File: src/rtl/mdu_pkg.sv
// Shared definitions for the multiply/divide unit.
//   op_e      : request op code carried on the 'op' port
//   state_e   : sequencing states of mult_div_unit
//   DIV0_QUOT : quotient reported for a divide by zero
package mdu_pkg;

  localparam int unsigned WIDTH_DEFAULT = 16;

  typedef enum logic {
    OP_MULT = 1'b0,
    OP_DIV  = 1'b1
  } op_e;

  typedef enum logic [1:0] {
    S_IDLE,
    S_RUN,
    S_DONE
  } state_e;

  localparam logic [WIDTH_DEFAULT-1:0] DIV0_QUOT = '1;

endpackage

File: src/rtl/mdu_step.sv
// One iteration of the multiply/divide datapath (purely combinational).
//   hi_i, lo_i : current working registers
//   operand_i  : multiplicand (multiply) or divisor (divide)
//   op_i       : OP_MULT = shift-add step, OP_DIV = restoring-divide step
//   hi_o, lo_o : working registers after this step
module mdu_step
  import mdu_pkg::*;
#(
  parameter int unsigned WIDTH = WIDTH_DEFAULT
) (
  input  logic [WIDTH-1:0] hi_i,
  input  logic [WIDTH-1:0] lo_i,
  input  logic [WIDTH-1:0] operand_i,
  input  logic             op_i,
  output logic [WIDTH-1:0] hi_o,
  output logic [WIDTH-1:0] lo_o
);

  logic [WIDTH-1:0] addend;
  logic [WIDTH:0]   sum;
  logic [WIDTH:0]   partial;
  logic             fits;
  logic [WIDTH-1:0] diff;

  always_comb begin
    // Multiply: {carry, hi} = hi + (lo[0] ? a : 0), then the 33-bit value shifts right.
    addend  = lo_i[0] ? operand_i : '0;
    sum     = {1'b0, hi_i} + {1'b0, addend};

    // Divide: the bit shifted out of hi is kept as the 17th bit of the partial
    // remainder so divisors above 2**(WIDTH-1) still divide correctly.
    partial = {hi_i, lo_i[WIDTH-1]};
    fits    = (partial >= {1'b0, operand_i});
    // When fits is set the true difference is below the divisor, so the low
    // WIDTH bits of the subtraction are exact.
    diff    = partial[WIDTH-1:0] - operand_i;

    hi_o = hi_i;
    lo_o = lo_i;
    if (op_i == OP_MULT) begin
      hi_o = sum[WIDTH:1];
      lo_o = {sum[0], lo_i[WIDTH-1:1]};
    end else if (fits) begin
      hi_o = diff;
      lo_o = {lo_i[WIDTH-2:0], 1'b1};
    end else begin
      hi_o = partial[WIDTH-1:0];
      lo_o = {lo_i[WIDTH-2:0], 1'b0};
    end
  end

endmodule

File: src/rtl/mult_div_unit.sv
// Multi-cycle unsigned multiply/divide unit producing HI/LO for mult/div.
//   clock, reset : rising-edge clock, synchronous active-high reset
//   start, op    : request strobe (accepted only in IDLE) and op code
//   a, b         : operands, captured when a request is accepted
//   busy         : high while iterating
//   done         : one-cycle completion pulse; hi/lo valid from then on
//   hi, lo       : multiply {upper, lower} product / divide {remainder, quotient}
//   div_by_zero  : flagged with done for a divide by zero
module mult_div_unit
  import mdu_pkg::*;
#(
  parameter int unsigned WIDTH = WIDTH_DEFAULT,
  parameter int unsigned CNT_W = 4
) (
  input  logic             clock,
  input  logic             reset,
  input  logic             start,
  input  logic             op,
  input  logic [WIDTH-1:0] a,
  input  logic [WIDTH-1:0] b,
  output logic             busy,
  output logic             done,
  output logic [WIDTH-1:0] hi,
  output logic [WIDTH-1:0] lo,
  output logic             div_by_zero
);

  state_e           state_q, state_d;
  logic [CNT_W-1:0] cnt_q, cnt_d;
  logic [WIDTH-1:0] hi_q, hi_d;
  logic [WIDTH-1:0] lo_q, lo_d;
  logic [WIDTH-1:0] opnd_q, opnd_d;
  op_e              op_q, op_d;
  logic             dbz_q, dbz_d;
  logic [WIDTH-1:0] step_hi, step_lo;

  mdu_step #(
    .WIDTH(WIDTH)
  ) u_step (
    .hi_i     (hi_q),
    .lo_i     (lo_q),
    .operand_i(opnd_q),
    .op_i     (op_q),
    .hi_o     (step_hi),
    .lo_o     (step_lo)
  );

  always_comb begin
    state_d = state_q;
    cnt_d   = cnt_q;
    hi_d    = hi_q;
    lo_d    = lo_q;
    opnd_d  = opnd_q;
    op_d    = op_q;
    dbz_d   = dbz_q;
    unique case (state_q)
      S_IDLE: begin
        if (start) begin
          if (op == OP_DIV && b == '0) begin
            state_d = S_DONE;
            hi_d    = a;
            lo_d    = WIDTH'(DIV0_QUOT);
            dbz_d   = 1'b1;
          end else begin
            // The working registers double as the operand shift register:
            // lo starts as the multiplier or the dividend.
            state_d = S_RUN;
            hi_d    = '0;
            lo_d    = (op == OP_DIV) ? a : b;
            opnd_d  = (op == OP_DIV) ? b : a;
            op_d    = op_e'(op);
            dbz_d   = 1'b0;
            cnt_d   = '0;
          end
        end
      end
      S_RUN: begin
        hi_d  = step_hi;
        lo_d  = step_lo;
        cnt_d = cnt_q + CNT_W'(1);
        if (cnt_q == CNT_W'(WIDTH - 1)) begin
          state_d = S_DONE;
        end
      end
      S_DONE: state_d = S_IDLE;
      default: state_d = S_IDLE;
    endcase
  end

  always_ff @(posedge clock) begin
    if (reset) begin
      state_q <= S_IDLE;
      cnt_q   <= '0;
      hi_q    <= '0;
      lo_q    <= '0;
      opnd_q  <= '0;
      op_q    <= OP_MULT;
      dbz_q   <= 1'b0;
    end else begin
      state_q <= state_d;
      cnt_q   <= cnt_d;
      hi_q    <= hi_d;
      lo_q    <= lo_d;
      opnd_q  <= opnd_d;
      op_q    <= op_d;
      dbz_q   <= dbz_d;
    end
  end

  assign busy        = (state_q == S_RUN);
  assign done        = (state_q == S_DONE);
  assign hi          = hi_q;
  assign lo          = lo_q;
  assign div_by_zero = dbz_q;

endmodule

File: config.mk
export PLATFORM = sky130hd
export DESIGN_NAME = mult_div_unit
export DESIGN_NICKNAME = d
export VERILOG_FILES = /design/src/rtl/mdu_pkg.sv /design/src/rtl/mdu_step.sv /design/src/rtl/mult_div_unit.sv
export SDC_FILE = /design/constraint.sdc
export NUM_CORES = 1
export LEC_CHECK = 0
export BUFFER_PORTS_ARGS = -buffer_cell sky130_fd_sc_hd__buf_2
export CAP_MARGIN = 0
export CELL_PAD_IN_SITES_DETAIL_PLACEMENT = 0
export CELL_PAD_IN_SITES_GLOBAL_PLACEMENT = 1
export CORE_UTILIZATION = 39
export DETAILED_ROUTE_END_ITERATION = 6
export GPL_ROUTABILITY_DRIVEN = 0
export GPL_TIMING_DRIVEN = 0
export PLACE_DENSITY = 0.8
export SLEW_MARGIN = 20
export SYNTH_ARGS = -nofsm -noshare
export SYNTH_HDL_FRONTEND = slang
export SYNTH_SLANG_ARGS = --single-unit
File: constraint.sdc
create_clock -name clock -period 2.7 [get_ports clock]
set_clock_uncertainty 0.15 [all_clocks]
set_input_delay 0.135 -clock clock [delete_from_list [all_inputs] [get_ports clock]]
set_output_delay 0.135 -clock clock [all_outputs]
set_load 0.01 [all_outputs]
---- After elaboration in Yosys (flattened, before gate mapping) ----
Index checks and enable logic that the tools add are counted.
word-level totals
  bits of input ports ..................... 36
  output and inout bits ................... 35
  register bits after elaboration ......... 56
operators by class
  eq/ne operators ......................... 6
  reductions and logical operators ........ 9
  mux-type cells .......................... 21
  $add $sub $neg .......................... 3
  bitwise operators ....................... 1
  magnitude comparators ................... 1
operator list
  cell                 number
  $mux 16              10
  $pmux 16 s2          2
  $add 16x16->17       1
  $ge 17x16->1         1
  $logic_not 16->1     1
  $sub 16x16->16       1
  $mux 4               2
  $pmux 4 s2           1
  $mux 2               3
  $reduce_and 2->1     3
  $reduce_and 3->1     2
  $add 4x1->4 const B  1
  $eq 4x4->1 const B   1
  $ne 2x2->1 const B   2
  $pmux 2 s2           1
  $eq 2x1->1 const B   1
  $eq 2x2->1 const B   1
  $logic_not 2->1      1
  $mux 1               2
  $ne 2x1->1 const B   1
  $reduce_bool 2->1    1
  $logic_and 1x1->1    1
  $not 1->1            1

---- Logic depth before layout (Yosys ltp) ----
Gate-level depths: netlist (run 1).
  depth after elaboration ................. 5
  mapped depth ............................ 11
  mapped depth without buffers ............ 11

---- Hierarchy ----
Synthesis (run 1) repeated with hierarchy kept, for this count alone.
unflattened totals
  cells, all modules ...................... 614
  area total of the unflattened synthesis .. 4979.8 µm²
by module, submodules not included
  module         cells an instance  area an instance (µm²)  instances
  mult_div_unit  309                2785.2                  1
  mdu_step       305                2194.6                  1

---- Worst setup path after synthesis (run 1) ----
No wires, ideal clock.
  path type ............................... reg2reg
  from .................................... reg hi_q[11], in the netlist hi[11]
  to ...................................... reg hi_q[10], in the netlist hi[10]
  buffers on the path ..................... 0
  arrival time ............................ 2.442 ns
  cell stages (with the launch flop) ...... 9
  period minus slack after synthesis ...... 2.708 ns
  slack ................................... -0.008 ns
  cell sequence ........................... dfxtp_1 ha_1 a21oi_1 o21ai_2 a2111oi_4 nor4b_4 nor2_4 mux2_4 a31o_1
on the way
  longest elaborated chain between the ends .. 4
ends and longest elaborated chain
  item                    RTL line              source
  start, declared         mult_div_unit.sv:30   logic [WIDTH-1:0] hi_q, hi_d;
  start signal, assigned  mult_div_unit.sv:102  hi_q <= hi_d;
  $ge 17x16->1            mdu_step.sv:33        fits = (partial >= {1'b0, operand_i});
  $mux 16                 mdu_step.sv:43        end else if (fits) begin
  $mux 16 (*)             mdu_step.sv:40        if (op_i == OP_MULT) begin
  $pmux 16 s2 (*)         mult_div_unit.sv:56   unique case (state_q)
Every way passes the cells marked *; elsewhere a longest branch is shown, timed or not.
A chain may end at the register's enable or synchronous reset.

---- Final worst setup path (run 1) ----
  from .................................... reg opnd_q[5]
  to ...................................... reg hi_q[10], in the netlist hi[10]
on the way
  longest elaborated chain between the ends .. 4
ends and longest elaborated chain
  item                                       RTL line                        source
  start, declared                            mult_div_unit.sv:32             logic [WIDTH-1:0] opnd_q, opnd_d;
  start signal, assigned                     mult_div_unit.sv:104            opnd_q <= opnd_d;
  $mux 16 (tied with other cells)            mdu_step.sv:27                  addend = lo_i[0] ? operand_i : '0;
  $add 16x16->17 or $mux 16 (tied branches)  mdu_step.sv:28, mdu_step.sv:43
  $mux 16 (*)                                mdu_step.sv:40
  $pmux 16 s2 (*)                            mult_div_unit.sv:56
Marked as above.

==> out/results.ini, run 1 <==
[run_status]
status = finished, violations left
violations = DRC

[power_and_ir_drop]
combPwrFrac_pct = 45.5
powerDensity_nw_per_um2 = 491
switching_share_pct = 39.2
p_leak_nw = 2.56
cellInternalPower_mw = 1.84
p_sw_mw = 1.19
share_seq_of_total_power_pct = 32.4
vdd_ir_drop_max_v = 0.000240
p_clk_share_pct = 22.2

[worst_setup_path]
path_class = reg2reg
worstSetupStartpointType = flip-flop
critical_path.slowest_cell = dfxtp_2
cpMostUsedCell = buf_6
slowest_delay_ns = 0.36
cp_top_family = compound AO/OA/AOI/OAI gates
crit_path_end_kind = flip-flop
crit_arrival_ns = 2.69
critPathMaxFanout = 4
crit_required_ns = 2.74
cp_num_buf_inv = 3
path_cells = inv_2 -> ha_4 -> a21o_1 -> a211o_1 -> nor2b_4 -> buf_6 -> nor4b_4 -> buf_6 -> nor2_4 -> mux2_4 -> a31o_1

[sta]
hold_viol = 0
setup_viol = 0
period_needed_ns = 2.65
max-slew-margin-rel_pct = 49.6
timing.final.crit_share_pct = 98.0
hold_ws_ns = 0.0370
final_max_slew_viol_count = 0
layout_setup_ws_ns = 0.0542
rsz0062_at_grt = yes
worst_pin_slew_ns = 0.757
fmax_mhz = 378

[logic_synthesis]
syn_inst = 582
synth.distinct_cells = 70
ys_seq_area_share_pct = 23.7
synth_edf_count = 0
synth_seq_cells = 56
ys.flop_type = dfxtp_1
postSynthAreaPerCell_sq_um = 8.14
async_flop_share_pct = 0
ys_warn_count = 0
syn-cell-area_sq_um = 4740
synth_fp_nets = 653

[clocking]
clock_sinks = 56
clockRootBuffer = clkbuf_16
cts.clk_slew.worst_paths_ns = 0.08
cts-buffers-inserted = 5
cts_max_level = 2
clock_path_buffers = 2
cts_tree = done
clk_latency_ns = 0.30

[global_route]
grt_max_degree = 18
antenna_found_initial = 0
grt_usage_pct = 27.7
grt_pass1_wl_microns = 27300
grt-ovfl-total = 0
grt_pass1_vias = 4971

[detailed_routing]
drt-initial-drc-count = 339
via_count = 5048
antenna_left = 0
viasPerCell = 6.07
wl_microns = 17500
first_pass_iters = 7
wl_per_cell_microns = 21.0
drc = 1

[finish]
nFillCells = 1121
syn_to_final_growth_pct = 30.3
antenna_cells = 0
drive_gt1_share_pct = 31.8
layout.nets = 759

[floorplan]
num_rows = 39
dieWidth_microns = 112
die_y_microns = 112
die_area_sq_um = 12600
coreArea_sq_um = 11600
initial_core_util_pct = 40.8
ioPinCount = 71

[place]
dp_slack_ns = -0.510
portBuffers = 69
hpwl_microns = 13100

[worst_hold_path]
hp-class = in2reg

[flow_run]
maxCapViolCount = 0

[cell type report]
| cell class | count | area [sq um] | share of cell area [%] |
|---|---|---|---|
| repair buffers | 100 | 599 | 9.71 |
| clock inverters | 2 | 16.3 | 0.263 |
| well taps | 143 | 179 | 2.90 |
| flip-flops and latches | 56 | 1170 | 18.9 |
| clock buffers | 5 | 125 | 2.03 |
| multi-input cells | 473 | 3880 | 62.8 |
| plain buffers | 29 | 118 | 1.91 |
| inverters | 23 | 88.8 | 1.44 |
[registers in the layout, summed over array words and instances (netlist names)]
name / count
op_q: 1
div_by_zero: 1
lo: 16
cnt_q: 4
state_q: 2
opnd_q: 16
hi: 16
[cells in the final DEF (no fill, tap or decap), types with 5 or more instances in the layout]
master     netlist  routed
buf_2            2      70
nor2_1          49      48
a211oi_1        43      39
mux2i_1         35      35
a21oi_1         39      35
dfxtp_1         56      30
nand2_1         29      29
clkbuf_1        26      25
buf_4            0      25
dfxtp_2          0      20
nand3_1         21      19
ha_1            33      18
inv_1           23      17
o22ai_1         17      17
o21ai_0         19      15
and2_1          16      14
nor3_1          15      14
xnor2_1         14      14
mux2_2          13      13
ha_4             0      12
a21o_1          11      11
xor2_1           9       9
nor2b_1          9       8
a31oi_1          9       7
o211ai_1         7       7
buf_6            0       6
a22oi_1          7       6
dfxtp_4          0       6
inv_2            0       5
clkbuf_16        0       5
[cells in the mapped netlist, drive strengths merged, types with 4 or more instances]
| cell | instances | share of area, % |
|---|---|---|
| dfxtp | 56 | 24 |
| nor2 | 50 | 4.1 |
| a211oi | 44 | 7.1 |
| a21oi | 40 | 4.3 |
| mux2i | 35 | 7.4 |
| ha | 33 | 8.7 |
| nand2 | 30 | 2.5 |
| clkbuf | 26 | 2.1 |
| inv | 23 | 1.8 |
| nand3 | 21 | 2.2 |
| o21ai | 21 | 2.3 |
| o22ai | 17 | 2.2 |
| and2 | 16 | 2.1 |
| nor3 | 15 | 1.6 |
| mux2 | 14 | 3.4 |
| xnor2 | 14 | 2.6 |
| a21o | 11 | 1.7 |
| nor2b | 10 | 1.5 |
| a31oi | 9 | 1.2 |
| xor2 | 9 | 1.7 |
| a22oi | 7 | 1.1 |
| o211ai | 7 | 1.1 |
| nor4 | 5 | 0.98 |
| and3 | 4 | 0.53 |
| buf | 4 | 0.37 |
| nand2b | 4 | 0.53 |
| nand4 | 4 | 0.53 |
| o31ai | 4 | 0.63 |
[logic make-up (layout without fill, tap and decap cells)]
group                    Yosys count  count (layout)  synth area share (%)
flip-flops                        56              56                  23.7
multiplexers                      49              49                  10.8
AO/OA/AOI/OAI                    192             192                  28.0
AND/OR/NAND/NOR                  174             174                  19.5
XOR/XNOR                          23              23                  4.25
adder cells (fa/ha/maj)           35              35                  9.56
buffers and inverters             53             159                  4.25
[timing repair]
action | in CTS | in global routing
setup buffers | 22 | 8
endpoints found under the setup margin | 17 | 16
hold endpoints to repair | 1 | 0
hold buffers | 1 | 0
resized for setup | 77 | 56
pin swaps | 22 | 32
[per-layer routing]
metal / vias up / global-route usage [%] / part of all wire [%]
met5: - / 0 / 0
met4: 0 / 9.07 / 2.2
met3: 36 / 2.81 / 6.7
met2: 226 / 46.1 / 46
met1: 2386 / 37.5 / 45
li1: 2400 / - / -
[final timing paths]
check / cells after the start / endpoint / start / slack (ns)
hold / removal: 3 / hi[1] / a[1] / 0.04
setup / recovery: 11 / hi[10] / opnd_q[5] / 0.05
setup reg to reg: 11 / hi[10] / opnd_q[5] / 0.05
hold reg to reg: 2 / div_by_zero / div_by_zero / 0.34
[tightest hold or removal path: cells and delay by family]
family	cells	cell delay [ns]
buffers and inverters	1	0.12
AOI/OAI and AO/OA	2	0.20
[per-stage QoR]
stage | util, % | area [sq um] | instances | TNS [ns] | power [mW]
2_1_floorplan | - | 4740 | 582 | 0 | 1.71
3_3_place_gp | 45.3 | 5270 | 794 | -5.35 | 2.02
3_5_place_dp | 45.3 | 5270 | 794 | -5.84 | 2.04
4_1_cts | 50.3 | 5840 | 824 | -0.00383 | 2.91
5_1_grt | 53.2 | 6170 | 831 | -0.149 | 3.19
6_report | 53.2 | 6170 | 831 | 0 | 3.03
[power groups by stage]
stage,Clock (mW),Sequential [mW],Combinational [mW]
global placement,0,0.988,1.03
finish,0.672,0.982,1.38
floorplan,0,0.974,0.731
global route,0.719,0.991,1.48
detailed placement,0,0.989,1.05
CTS,0.680,0.974,1.26
Note: power is estimated with default switching activity, not from simulation.
==> run 2, diff against run 1 <==
Settings changed: SYNTH_HIERARCHICAL from default to 1.
==> out/results.ini, run 2 <==
[worst_setup_path]
crit_path_end_kind = flip-flop  ; unchanged
path_cells = inv_2 -> ha_4 -> nor2b_4 -> o31a_1 -> o311ai_4 -> nand3_2 -> a311oi_4 -> buf_6 -> buf_8 -> mux2i_2 -> mux2i_1 -> a21oi_1 -> a21oi_1  ; was inv_2 -> ha_4 -> a21o_1 -> a211o_1 -> nor2b_4 -> buf_6 -> nor4b_4 -> buf_6 -> nor2_4 -> mux2_4 -> a31o_1
crit_arrival_ns = 3.04  ; was 2.69 ns
cpMostUsedCell = a21oi_1  ; was buf_6
r2r_setup_slack_ns = -0.30  ; was 0.05 ns
slowest_delay_ns = 0.35  ; was 0.36 ns
crit_required_ns = 2.74  ; about the same
critical_path.slowest_cell = dfxtp_4  ; was dfxtp_2
path_class = reg2reg  ; unchanged
worstSetupStartpointType = flip-flop  ; unchanged
critPathMaxFanout = 6  ; was 4

[finish]
multi_input_area_sq_um = 3930  ; was 3880 sq um
nFillCells = 1210  ; was 1,121
final_cells = 908  ; was 831
seq_area_sq_um = 1150  ; was 1170 sq um
drive_gt1_share_pct = 31.4  ; was 31.8%
post-route-util_pct = 53.8  ; was 53.2%
layout.nets = 810  ; was 759
syn_to_final_growth_pct = 31.9  ; was 30.3%
mostFrequentLayoutCell = buf_2  ; unchanged
final_cell_mix = 75 x buf_2, 60 x a21oi_1, 44 x o21ai_0  ; was 70 x buf_2, 48 x nor2_1, 39 x a211oi_1
antenna_cells = 0  ; unchanged

[sta]
layout_setup_ws_ns = -0.301  ; was 0.0542 ns
hold_viol = 2  ; was 0
setup_viol = 17  ; was 0
max-slew-margin-rel_pct = 34.3  ; was 49.6%
worst_pin_slew_ns = 0.983  ; was 0.757 ns
period_needed_ns = 3.00  ; was 2.65 ns
rsz0062_at_grt = yes  ; unchanged
hold_ws_ns = -0.00461  ; was 0.0370 ns
final_max_slew_viol_count = 0  ; unchanged
fmax_mhz = 333  ; was 378 MHz
timing.final.crit_share_pct = 111  ; was 98.0%

[logic_synthesis]
synth_edf_count = 0  ; unchanged
syn_inst = 614  ; was 582
synthXorXnorAreaFrac_pct = 4.05  ; was 4.25%
synth_area_leaders = dfxtp_1 23%, mux2i_1 9.6%, ha_1 8.3%  ; was dfxtp_1 24%, ha_1 8.7%, mux2i_1 7.4%
synthAdderAreaFrac_pct = 9.10  ; was 9.56%
synth.most_common_cell = a21oi_1  ; was dfxtp_1
syn-cell-area_sq_um = 4980  ; was 4740 sq um
synth-compound-area-share_pct = 27.9  ; was 28.0%
ys.flop_type = dfxtp_1  ; unchanged
postSynthAreaPerCell_sq_um = 8.11  ; was 8.14 sq um
synth.top_cells.by_count = 67 x a21oi_1, 56 x dfxtp_1, 53 x o21ai_0  ; was 56 x dfxtp_1, 49 x nor2_1, 43 x a211oi_1
async_flop_share_pct = 0  ; unchanged
synth.distinct_cells = 68  ; was 70
synth.top_cell.area_share_pct = 22.5  ; was 23.7%
ys_warn_count = 6  ; was 0
ys_seq_area_share_pct = 22.5  ; was 23.7%
synthMuxAreaShare_pct = 12.8  ; was 10.8%
netlist.top_cell.by_area = dfxtp_1  ; unchanged
synth_top_family_by_area = compound AO/OA/AOI/OAI gates  ; unchanged
yosys.area_share.simple_pct = 17.0  ; was 19.5%
synth_seq_cells = 56  ; unchanged
synth_fp_nets = 685  ; was 653

[power_and_ir_drop]
vdd_ir_drop_max_v = 0.000273  ; was 0.000240 V
powerDensity_nw_per_um2 = 524  ; was 491 nW/um^2
p_leak_nw = 2.69  ; was 2.56 nW

[worst_hold_path]
hp-class = in2reg  ; unchanged

[detailed_routing]
via_count = 5319  ; was 5,048
wl_microns = 17100  ; was 17,500 microns
first_pass_iters = 4  ; was 7
viasPerCell = 5.86  ; was 6.07
drt-initial-drc-count = 375  ; was 339
antenna_left = 0  ; unchanged
wl_per_cell_microns = 18.8  ; was 21.0 microns
drc = 0  ; was 1

[global_route]
grt_pass1_wl_microns = 26200  ; was 27,300 microns
grt_usage_pct = 25.5  ; was 27.7%
antenna_found_initial = 0  ; unchanged
grtUsageMet1_pct = 35.0  ; was 37.5%
met3_usage_pct = 2.95  ; was 2.81%
grt-busiest-layer = met2  ; unchanged
grt_pass1_vias = 5039  ; was 4,971
grt-ovfl-total = 0  ; unchanged
grt_max_degree = 17  ; was 18
gr-usage-met2_pct = 42.4  ; was 46.1%

[run_status]
violations = hold timing, setup timing  ; was DRC
status = finished, violations left  ; unchanged

[clocking]
cts_tree = done  ; unchanged
cts.clk_slew.worst_paths_ns = 0.07  ; was 0.08 ns
cts-buffers-inserted = 5  ; unchanged
cts_max_level = 2  ; unchanged
clock_path_buffers = 2  ; unchanged
clock_sinks = 56  ; unchanged
clockRootBuffer = clkbuf_16  ; unchanged
clk_latency_ns = 0.30  ; about the same

[place]
hpwl_microns = 12800  ; was 13,100 microns
dp_cells = 851  ; was 794
portBuffers = 69  ; unchanged

[floorplan]
initial_core_util_pct = 40.8  ; about the same
die_area_sq_um = 13200  ; was 12,600 sq um
coreArea_sq_um = 12200  ; was 11,600 sq um
die_y_microns = 115  ; was 112 microns
num_rows = 40  ; was 39
ioPinCount = 71  ; unchanged
dieWidth_microns = 115  ; was 112 microns

[flow_run]
maxCapViolCount = 0  ; unchanged

run 2: cell types whose count changed after synthesis, moves of 13 or more:
cell      change
nand3b_1     +13
nand3_1      -14
nor2_1       -16
o22ai_1      -17
a21oi_1      +28
a211oi_1     -21
inv_1        +15
nand4_1      +16
o21ai_0      +34
mux2i_1      +13
run 2: cell type report:
class	count	share of cell area (%)
sequential	56	17.6
clock inverter	2	0.152
buffer	39	2.97
multi-input combinational	479	59.8
timing repair buffer	120	12.1
clock buffer	6	2.11
inverter	38	2.17
tap	168	3.20
run 2: final timing paths:
kind               start          end  depth (start not counted)
max            opnd_q[1]        hi[8]                         13
min                a[14]       hi[14]                          3
max reg2reg    opnd_q[1]        hi[8]                         13
min reg2reg  div_by_zero  div_by_zero                          2
run 2: cells by family after synthesis:
family	Yosys count
AOI/OAI and AO/OA	210
xor gates and xnor gates	23
adders and majority gates	35
buffers and inverters	79
DFF	56
muxes	62
and+or+nand+nor	149
run 2: report_power, final:
group / total (mW) / internal [mW] / switching, mW / leakage (nW)
registers: 1.02 / 0.907 / 0.108 / 0.469
clock network: 0.668 / 0.367 / 0.302 / 0.0766
logic: 1.76 / 0.839 / 0.921 / 2.15
total: 3.44 / 2.11 / 1.33 / 2.69
run 2: critical path, delay by kind of cell, from the launching register on:
kind | cells | cell delay [ns]
buf+inv | 3 | 0.38
fa+ha+maj | 1 | 0.19
compound gates | 5 | 1.17
simple gates | 2 | 0.28
flops | 1 | 0.35
mux | 2 | 0.35
run 2: metrics by stage:
step | total power [mW] | TNS [ns] | worst slack, ns | cell area (sq um)
final | 3.44 | -3.78 | -0.301 | 6570
after global routing | 3.63 | -5.29 | -0.375 | 6570
after CTS | 3.30 | -4.02 | -0.284 | 6340
after detailed placement | 2.40 | -9.02 | -0.619 | 5590
after global placement | 2.37 | -7.85 | -0.555 | 5590
after floorplan | 2.00 | -0.344 | -0.0732 | 5030
run 2: repair_timing:
action	CTS	global route
endpoints found under the hold margin	18	1
resized for setup	65	37
cloned	2	0
hold buffers	18	1
pin swaps	33	44
endpoints found under the setup margin	17	17
setup buffers	20	10
run 2: routing by layer:
metal	share of wire, %	wire [microns]
met4	1.5	253
met5	0.39	67
met1	46	7910
met2	48	8170
met3	4.0	688
==> run 3, diff against run 2 <==
Settings changed: HOLD_SLACK_MARGIN from default to 0.03.
==> out/results.ini, run 3 (synthesis gave the netlist of run 2 again) <==
[run_status]
status = finished, violations left  ; unchanged
violations = setup timing  ; was hold timing, setup timing

[finish]
drive_gt1_share_pct = 30.9  ; was 31.4%
layout.nets = 822  ; was 810
antenna_cells = 0  ; unchanged
seq_area_sq_um = 1150  ; unchanged
syn_to_final_growth_pct = 34.3  ; was 31.9%
multi_input_area_sq_um = 3930  ; unchanged
stdcell_area_sq_um = 6690  ; was 6570 sq um
final_cell_mix = 75 x buf_2, 60 x a21oi_1, 44 x o21ai_0  ; unchanged
mostFrequentLayoutCell = buf_2  ; unchanged
nFillCells = 1200  ; was 1,210

[clocking]
cts.clk_slew.worst_paths_ns = 0.07  ; about the same
cts-buffers-inserted = 5  ; unchanged
cts_max_level = 2  ; unchanged
clock_path_buffers = 2  ; unchanged
cts_tree = done  ; unchanged
clock_sinks = 56  ; unchanged
clk_latency_ns = 0.30  ; about the same
clockRootBuffer = clkbuf_16  ; unchanged

[floorplan]
ioPinCount = 71  ; unchanged
num_rows = 40  ; unchanged
dieWidth_microns = 115  ; unchanged
initial_core_util_pct = 40.8  ; unchanged
die_y_microns = 115  ; unchanged
coreArea_sq_um = 12200  ; unchanged
die_area_sq_um = 13200  ; unchanged

[power_and_ir_drop]
p_leak_nw = 2.74  ; was 2.69 nW
vdd_ir_drop_max_v = 0.000276  ; was 0.000273 V
power.total_mw = 3.46  ; was 3.44 mW
powerDensity_nw_per_um2 = 517  ; was 524 nW/um^2

[global_route]
grt_max_degree = 17  ; unchanged
grtUsageMet1_pct = 35.1  ; was 35.0%
grt-busiest-layer = met2  ; unchanged
gr-usage-met2_pct = 43.5  ; was 42.4%
met3_usage_pct = 2.95  ; unchanged
grt-ovfl-total = 0  ; unchanged
grt_pass1_vias = 5152  ; was 5,039
antenna_found_initial = 0  ; unchanged
grt_pass1_wl_microns = 26600  ; was 26,200 microns
grt_usage_pct = 25.9  ; was 25.5%

[worst_setup_path]
cpMostUsedCell = a21oi_1  ; unchanged
crit_required_ns = 2.74  ; about the same
crit_path_end_kind = flip-flop  ; unchanged
slowest_delay_ns = 0.35  ; about the same
critPathMaxFanout = 6  ; unchanged
worstSetupStartpointType = flip-flop  ; unchanged
path_class = reg2reg  ; unchanged
crit_arrival_ns = 3.03  ; was 3.04 ns
path_cells = inv_2 -> ha_4 -> nor2b_4 -> o31a_1 -> o311ai_4 -> nand3_2 -> a311oi_4 -> buf_6 -> buf_8 -> mux2i_2 -> mux2i_1 -> a21oi_1 -> a21oi_1  ; unchanged
critical_path.slowest_cell = dfxtp_4  ; unchanged

[sta]
setup_tns_ns = -3.71  ; was -3.78 ns
hold_viol = 0  ; was 2
timing.final.crit_share_pct = 111  ; about the same
setup_viol = 17  ; unchanged
period_needed_ns = 2.99  ; was 3.00 ns
max-slew-margin-rel_pct = 37.0  ; was 34.3%
worst_pin_slew_ns = 0.942  ; was 0.983 ns
final_max_slew_viol_count = 0  ; unchanged
layout_setup_ws_ns = -0.291  ; was -0.301 ns
fmax_mhz = 334  ; was 333 MHz
hold_ws_ns = 0.0247  ; was -0.00461 ns
rsz0062_at_grt = yes  ; unchanged

[detailed_routing]
drt-initial-drc-count = 329  ; was 375
drc = 0  ; unchanged
viasPerCell = 5.81  ; was 5.86
wl_microns = 17300  ; was 17,100 microns
first_pass_iters = 5  ; was 4
antenna_left = 0  ; unchanged
wl_per_cell_microns = 18.8  ; about the same
via_count = 5343  ; was 5,319

[place]
dp_slack_ns = -0.619  ; unchanged
hpwl_microns = 12800  ; unchanged
portBuffers = 69  ; unchanged
place_area_sq_um = 5590  ; unchanged

[worst_hold_path]
hp-class = in2reg  ; unchanged

[flow_run]
maxCapViolCount = 0  ; unchanged

-- run 3: cell count changes in the layout (fill, tap and decap cells not counted) --
cell           delta
dlygate4sd3_1    +12
-- run 3: per-layer routing --
layer	part of all wire (%)	up-vias
met3	3.9	33
met1	46	2593
met2	48	151
met5	0.39	-
met4	1.6	2
li1	-	2564
-- run 3: area by class of cell --
type / instances / area share, %
clock inverters: 2 / 0.150
plain buffers: 39 / 2.92
inverters: 38 / 2.13
clock buffers: 6 / 2.08
multi-input cells: 479 / 58.7
flip-flops and latches: 56 / 17.2
repair buffers: 132 / 13.6
well taps: 168 / 3.14
-- run 3: final timing paths --
kind / startpoint / end / slack [ns] / depth (start not counted)
min reg2reg: div_by_zero / div_by_zero / 0.34 / 2
max reg2reg: opnd_q[1] / hi[8] / -0.29 / 13
max: opnd_q[1] / hi[8] / -0.29 / 13
min: b[5] / opnd_q[5] / 0.02 / 3
-- run 3: critical path, delay by kind of cell (launching register included) --
family | cells | cell delay [ns]
compound gates | 5 | 1.17
flops | 1 | 0.35
fa+ha+maj | 1 | 0.19
buf+inv | 3 | 0.38
mux | 2 | 0.35
simple gates | 2 | 0.28
-- run 3: stage by stage --
step                utilization, %  instances
detailed placement            45.7        851
global route                  54.8        920
global placement              45.7        851
CTS                           53.0        911
finish                        54.8        920
floorplan                        -        614
-- run 3: report_power, final --
group          internal, mW  switching [mW]  total [mW]
combinational         0.850           0.924        1.77
clock                 0.367           0.304       0.670
sequential            0.907           0.108        1.02
-- run 3: timing repair --
item / in CTS / in global routing
resized for setup: 65 / 37
buffers inserted: 20 / 10
endpoints found under the hold margin: 33 / 0
cloned: 2 / 0
hold buffers: 31 / 0
pin swaps: 33 / 44
setup endpoints to repair: 17 / 17
